`src/rtl/mem_stage_ctrl.sv`:
```
// MEM-stage sequencer: latches a load/store from EX/MEM, runs the dmem req/ack handshake,
// stalls upstream until completion, resolves branches and raises a sticky fault on misalignment/timeout.
module mem_stage_ctrl #(
    parameter int DATA_W  = 32,
    parameter int TIMEOUT = 255,
    parameter int CNT_W   = 8
) (
    input  logic              clk,
    input  logic              rst,
    input  logic              ex_valid,
    input  logic              ex_memread,
    input  logic              ex_memwrite,
    input  logic              ex_branch,
    input  logic              ex_zero,
    input  logic [DATA_W-1:0] ex_addr,
    input  logic [DATA_W-1:0] ex_wdata,
    output logic              dmem_req,
    output logic              dmem_we,
    output logic [DATA_W-1:0] dmem_addr,
    output logic [DATA_W-1:0] dmem_wdata,
    input  logic              dmem_ack,
    input  logic [DATA_W-1:0] dmem_rdata,
    output logic              stall,
    output logic              flush,
    output logic              pc_src,
    output logic              wb_valid,
    output logic [DATA_W-1:0] wb_rdata,
    output logic              err
);

    typedef enum logic [2:0] {
        S_IDLE,
        S_REQ,
        S_WAIT,
        S_DONE,
        S_ERR
    } state_t;

    state_t            state_q, state_d;
    logic [CNT_W-1:0]  cnt_q, cnt_d;
    logic              req_q, req_d;
    logic              we_q, we_d;
    logic [DATA_W-1:0] addr_q, addr_d;
    logic [DATA_W-1:0] wdata_q, wdata_d;
    logic [DATA_W-1:0] rdata_q, rdata_d;
    logic              wbv_q, wbv_d;
    logic              err_q, err_d;
    logic              mem_op;
    logic              in_idle;

    assign mem_op  = ex_valid & (ex_memread | ex_memwrite);
    assign in_idle = (state_q == S_IDLE);

    always_comb begin
        state_d = state_q;
        cnt_d   = cnt_q;
        we_d    = we_q;
        addr_d  = addr_q;
        wdata_d = wdata_q;
        rdata_d = rdata_q;
        wbv_d   = 1'b0;
        case (state_q)
            S_IDLE: begin
                if (mem_op) begin
                    if (ex_addr[1:0] != 2'b00) begin
                        state_d = S_ERR;
                    end else begin
                        addr_d  = ex_addr;
                        wdata_d = ex_wdata;
                        we_d    = ex_memwrite & ~ex_memread;
                        state_d = S_REQ;
                    end
                end else if (ex_valid) begin
                    wbv_d = 1'b1;
                end
            end
            S_REQ: begin
                cnt_d = '0;
                if (dmem_ack) begin
                    rdata_d = dmem_rdata;
                    wbv_d   = 1'b1;
                    state_d = S_DONE;
                end else begin
                    state_d = S_WAIT;
                end
            end
            S_WAIT: begin
                // cnt_q counts WAIT cycles already spent, starting at 0 on the first one
                if (dmem_ack) begin
                    rdata_d = dmem_rdata;
                    wbv_d   = 1'b1;
                    state_d = S_DONE;
                end else if (cnt_q == CNT_W'(TIMEOUT - 1)) begin
                    state_d = S_ERR;
                end else begin
                    cnt_d = cnt_q + CNT_W'(1);
                end
            end
            S_DONE:  state_d = S_IDLE;
            S_ERR:   state_d = S_ERR;
            default: state_d = S_IDLE;
        endcase
        req_d = (state_d == S_REQ) || (state_d == S_WAIT);
        err_d = (state_d == S_ERR);
    end

    always_ff @(posedge clk or negedge rst) begin
        if (!rst) begin
            state_q <= S_IDLE;
            cnt_q   <= '0;
            req_q   <= 1'b0;
            we_q    <= 1'b0;
            addr_q  <= '0;
            wdata_q <= '0;
            rdata_q <= '0;
            wbv_q   <= 1'b0;
            err_q   <= 1'b0;
        end else begin
            state_q <= state_d;
            cnt_q   <= cnt_d;
            req_q   <= req_d;
            we_q    <= we_d;
            addr_q  <= addr_d;
            wdata_q <= wdata_d;
            rdata_q <= rdata_d;
            wbv_q   <= wbv_d;
            err_q   <= err_d;
        end
    end

    assign dmem_req   = req_q;
    assign dmem_we    = we_q;
    assign dmem_addr  = addr_q;
    assign dmem_wdata = wdata_q;
    assign wb_valid   = wbv_q;
    assign wb_rdata   = rdata_q;
    assign err        = err_q;

    assign stall  = (in_idle & mem_op) | (state_q == S_REQ) | (state_q == S_WAIT) | (state_q == S_ERR);
    assign pc_src = in_idle & ex_valid & ex_branch & ex_zero & ~mem_op;
    assign flush  = pc_src;

endmodule

```
`config.mk`:
```
export PLATFORM = sky130hd
export DESIGN_NAME = mem_stage_ctrl
export DESIGN_NICKNAME = d
export VERILOG_FILES = /design/src/rtl/mem_stage_ctrl.sv
export SDC_FILE = /design/constraint.sdc
export NUM_CORES = 1
export LEC_CHECK = 0
export ABC_AREA = 0
export BUFFER_PORTS_ARGS = -buffer_cell sky130_fd_sc_hd__buf_4
export CAP_MARGIN = 5
export CORE_MARGIN = 2
export CORE_UTILIZATION = 45
export DETAILED_ROUTE_END_ITERATION = 7
export MAX_ROUTING_LAYER = met4
export PLACE_DENSITY_LB_ADDON = 0.25
export SETUP_SLACK_MARGIN = 0.15
export SLEW_MARGIN = 20
export SYNTH_ARGS = -nofsm -noshare
export SYNTH_HDL_FRONTEND = slang
export SYNTH_SLANG_ARGS = --single-unit
```
`constraint.sdc`:
```
create_clock -name clk -period 2.5 [get_ports clk]
set_input_delay 0.25 -clock clk [delete_from_list [all_inputs] [get_ports clk]]
set_output_delay 0.25 -clock clk [all_outputs]
set_load 0.03 [all_outputs]
```
==> results.toml <==
[cts]
cts_sinks = 111
cts.path.max_buffers = 2
cts_hold_buffers = 1
cts_buffers = 9
worstSkewPairLatency_ps = 370
htreeDepth = 3
clockRootBuffer = "clkbuf_8"
cts_tree = "yes"
cts_resized = 0
cts_setup_buffers = 0
clk_pin_slew_ps = 100

[floorplan]
core_mm2 = 0.00982
die-area_mm2 = 0.0110
row_count = 36
start_util = 0.465
chipWidth_um = 105
fp.dieH_um = 105
ios = 207

[hold_path]
min_to = "dmem_we"
holdPathStages = 2
min_from = "ex_memread"
hold_path.class = "in2reg"

[timing]
hold_viol_final = 0
period_minus_slack_ps = 2050
finalCritPeriodShare = 0.818
finalWorstSetupSlack_ps = 454
max_slew_margin = 0.612
worst_slew_pin_slew_ps = 582
drv_slew = 0
rsz0062_at_grt = "false"
final.setup.tns_ps = 0
clock.fmax_mhz = 489
fin_skew_ps = 10.7
setup_viol = 0

[synth]
netlist.area_leader.share = 0.609
synthTopCellsByArea = "dfrtp_1 61%, mux2_2 14%, mux2_4 12%"
synth_warnings = 0
seq_area_frac_synth = 0.609
synth.largest_area_cell = "dfrtp_1"
synth-edff-count = 0
syn_inst = 286
synth_fp_nets = 392
avgSynthCellArea_um2 = 16.0
synth_flop_cell = "dfrtp_1"
syn_area_mm2 = 0.00456
yosys_register_bits = 111
synth_cell_types = 38
async_reset_ff_frac = 1.00

[route]
wire_per_inst_um = 16.9
drt_iter0_drc = 98
drtAntennaViolNets = 0
vias_per_cell = 4.97
via_count = 3145
drt-total-wl_um = 10700
drc = 0
firstDrtPassIters = 5

[cells_and_area]
multiInputGateArea_mm2 = 0.00168
layout_commonest_cell = "buf_4"
drive_above_1_share = 0.654
final_cells = 633
diodes = 0
num-fill-cells = 745
mostFrequentLayoutCells = "211 x buf_4, 111 x dfrtp_1, 58 x mux2_2"
syn_to_final_growth_pct = 42.0
seq_area_mm2 = 0.00278
fin_nets = 601

[pwr]
power_mw = 8.88
ir_worst_vdd_mv = 0.835
leakage_nw = 3.34
powerDensity_mw_per_mm2 = 1370

[global_routing]
antenna_found_initial = 0
grt_pass1_wl_um = 16900
grt_use_total = 0.204
grt_overflow_total = 0
grt_max_degree = 48
grt_pass1_vias = 3258

[placed_design]
gp_congestion = 0.799
port_buffers = 206
dp_slack_ps = 662
place_inst = 616
dp_hpwl_um = 7960

[worst_setup_path]
reg2reg_slack_ps = 650
startpoint_type = "register"
worstPathRequired_ps = 2250
reg2reg_to = "dmem_wdata[2]"
critPathKind = "reg2out"
path_max_fanout = 9
rr_worst_depth = 5
critPathLaunch = "state_q[2]"
cp.arrival_ps = 1800
timing.rr.start = "state_q[2]"
end_kind = "output port"

[outcome]
status = "complete, no violations"

[flow_run]
maxCapViolCount = 0
## metal layers
| metal | wire [µm] | GRT usage | vias up |
|---|---|---|---|
| li1 | - | - | 1442 |
| met1 | 4410 | 0.254 | 1523 |
| met2 | 5230 | 0.324 | 167 |
| met3 | 898 | 0.0593 | 13 |
| met4 | 178 | 0.0667 | 0 |
| met5 | 0 | - | - |
## state kept, by name, indices dropped and copies added (netlist names)
name	count
dmem_addr	32
state_q	3
dmem_wdata	32
dmem_we	1
cnt_q	8
err	1
dmem_req	1
wb_rdata	32
wb_valid	1
## synthesized netlist by cell type, types with 2 or more instances
cell type	instances
a41oi_1	2
nor2_1	4
and2_1	3
inv_1	2
nor3_1	2
o211a_1	2
o211ai_1	2
a31oi_1	2
a221o_1	2
ha_1	2
dfrtp_1	111
mux2_4	36
mux2i_1	4
a21oi_1	3
buf_4	3
a21o_1	2
buf_6	5
nor3b_1	2
nand2_1	5
buf_2	7
nand3_1	3
a211oi_1	3
mux2_2	58
nand2b_1	3
and3_1	4
o21ai_0	2
## area by class of cell
cell class | count | area share
flip-flops and latches | 111 | 0.429
multi-input cells | 157 | 0.259
repair buffers | 214 | 0.252
well taps | 133 | 0.0257
clock buffers | 9 | 0.0191
clock inverters | 7 | 0.0143
inverters | 2 | 0.00116
## worst max-delay path, stage by stage (launching register included)
cell and delay [ps]:
dfrtp_1 520, nor4b_4 300, buf_4 190, and4_1 240, buf_4 180
## metrics by stage
stage | utilization | hold WS (ps) | cell area (µm²)
after global routing | 0.660 | 63.9 | 6480
final | 0.660 | 77.6 | 6480
after global placement | 0.637 | 285 | 6250
after CTS | 0.660 | 62.6 | 6480
after detailed placement | 0.637 | 290 | 6250
after floorplan | - | -45.6 | 4560
## cells by family (layout without fill, tap and decap cells)
family | Yosys count | after routing | synth area share
AOI/OAI and AO/OA | 21 | 21 | 0.0343
xor gates and xnor gates | 1 | 1 | 0.00192
adders and majority gates | 3 | 3 | 0.00768
buffers and inverters | 18 | 232 | 0.0274
DFF | 111 | 111 | 0.609
muxes | 98 | 98 | 0.270
and+or+nand+nor | 34 | 34 | 0.0496
## where the power goes
| group | total [mW] | internal [mW] | switching (mW) |
|---|---|---|---|
| sequential | 3.16 | 2.64 | 0.524 |
| clock | 1.17 | 0.567 | 0.603 |
| combinational | 4.54 | 2.04 | 2.50 |
## worst max-delay path by stage
| stage | depth (start not counted) | to | slack (ps) |
|---|---|---|---|
| 6_report | 4 | flush | 450 |
| 5_1_grt | 4 | flush | 360 |
| 4_1_cts | 4 | flush | 430 |
| 3_5_place_dp | 4 | wb_rdata[0] | 660 |
| 3_3_place_gp | 5 | dmem_wdata[1] | 710 |
| 2_1_floorplan | 4 | pc_src | 680 |
Power figures use the tool's default switching activity.
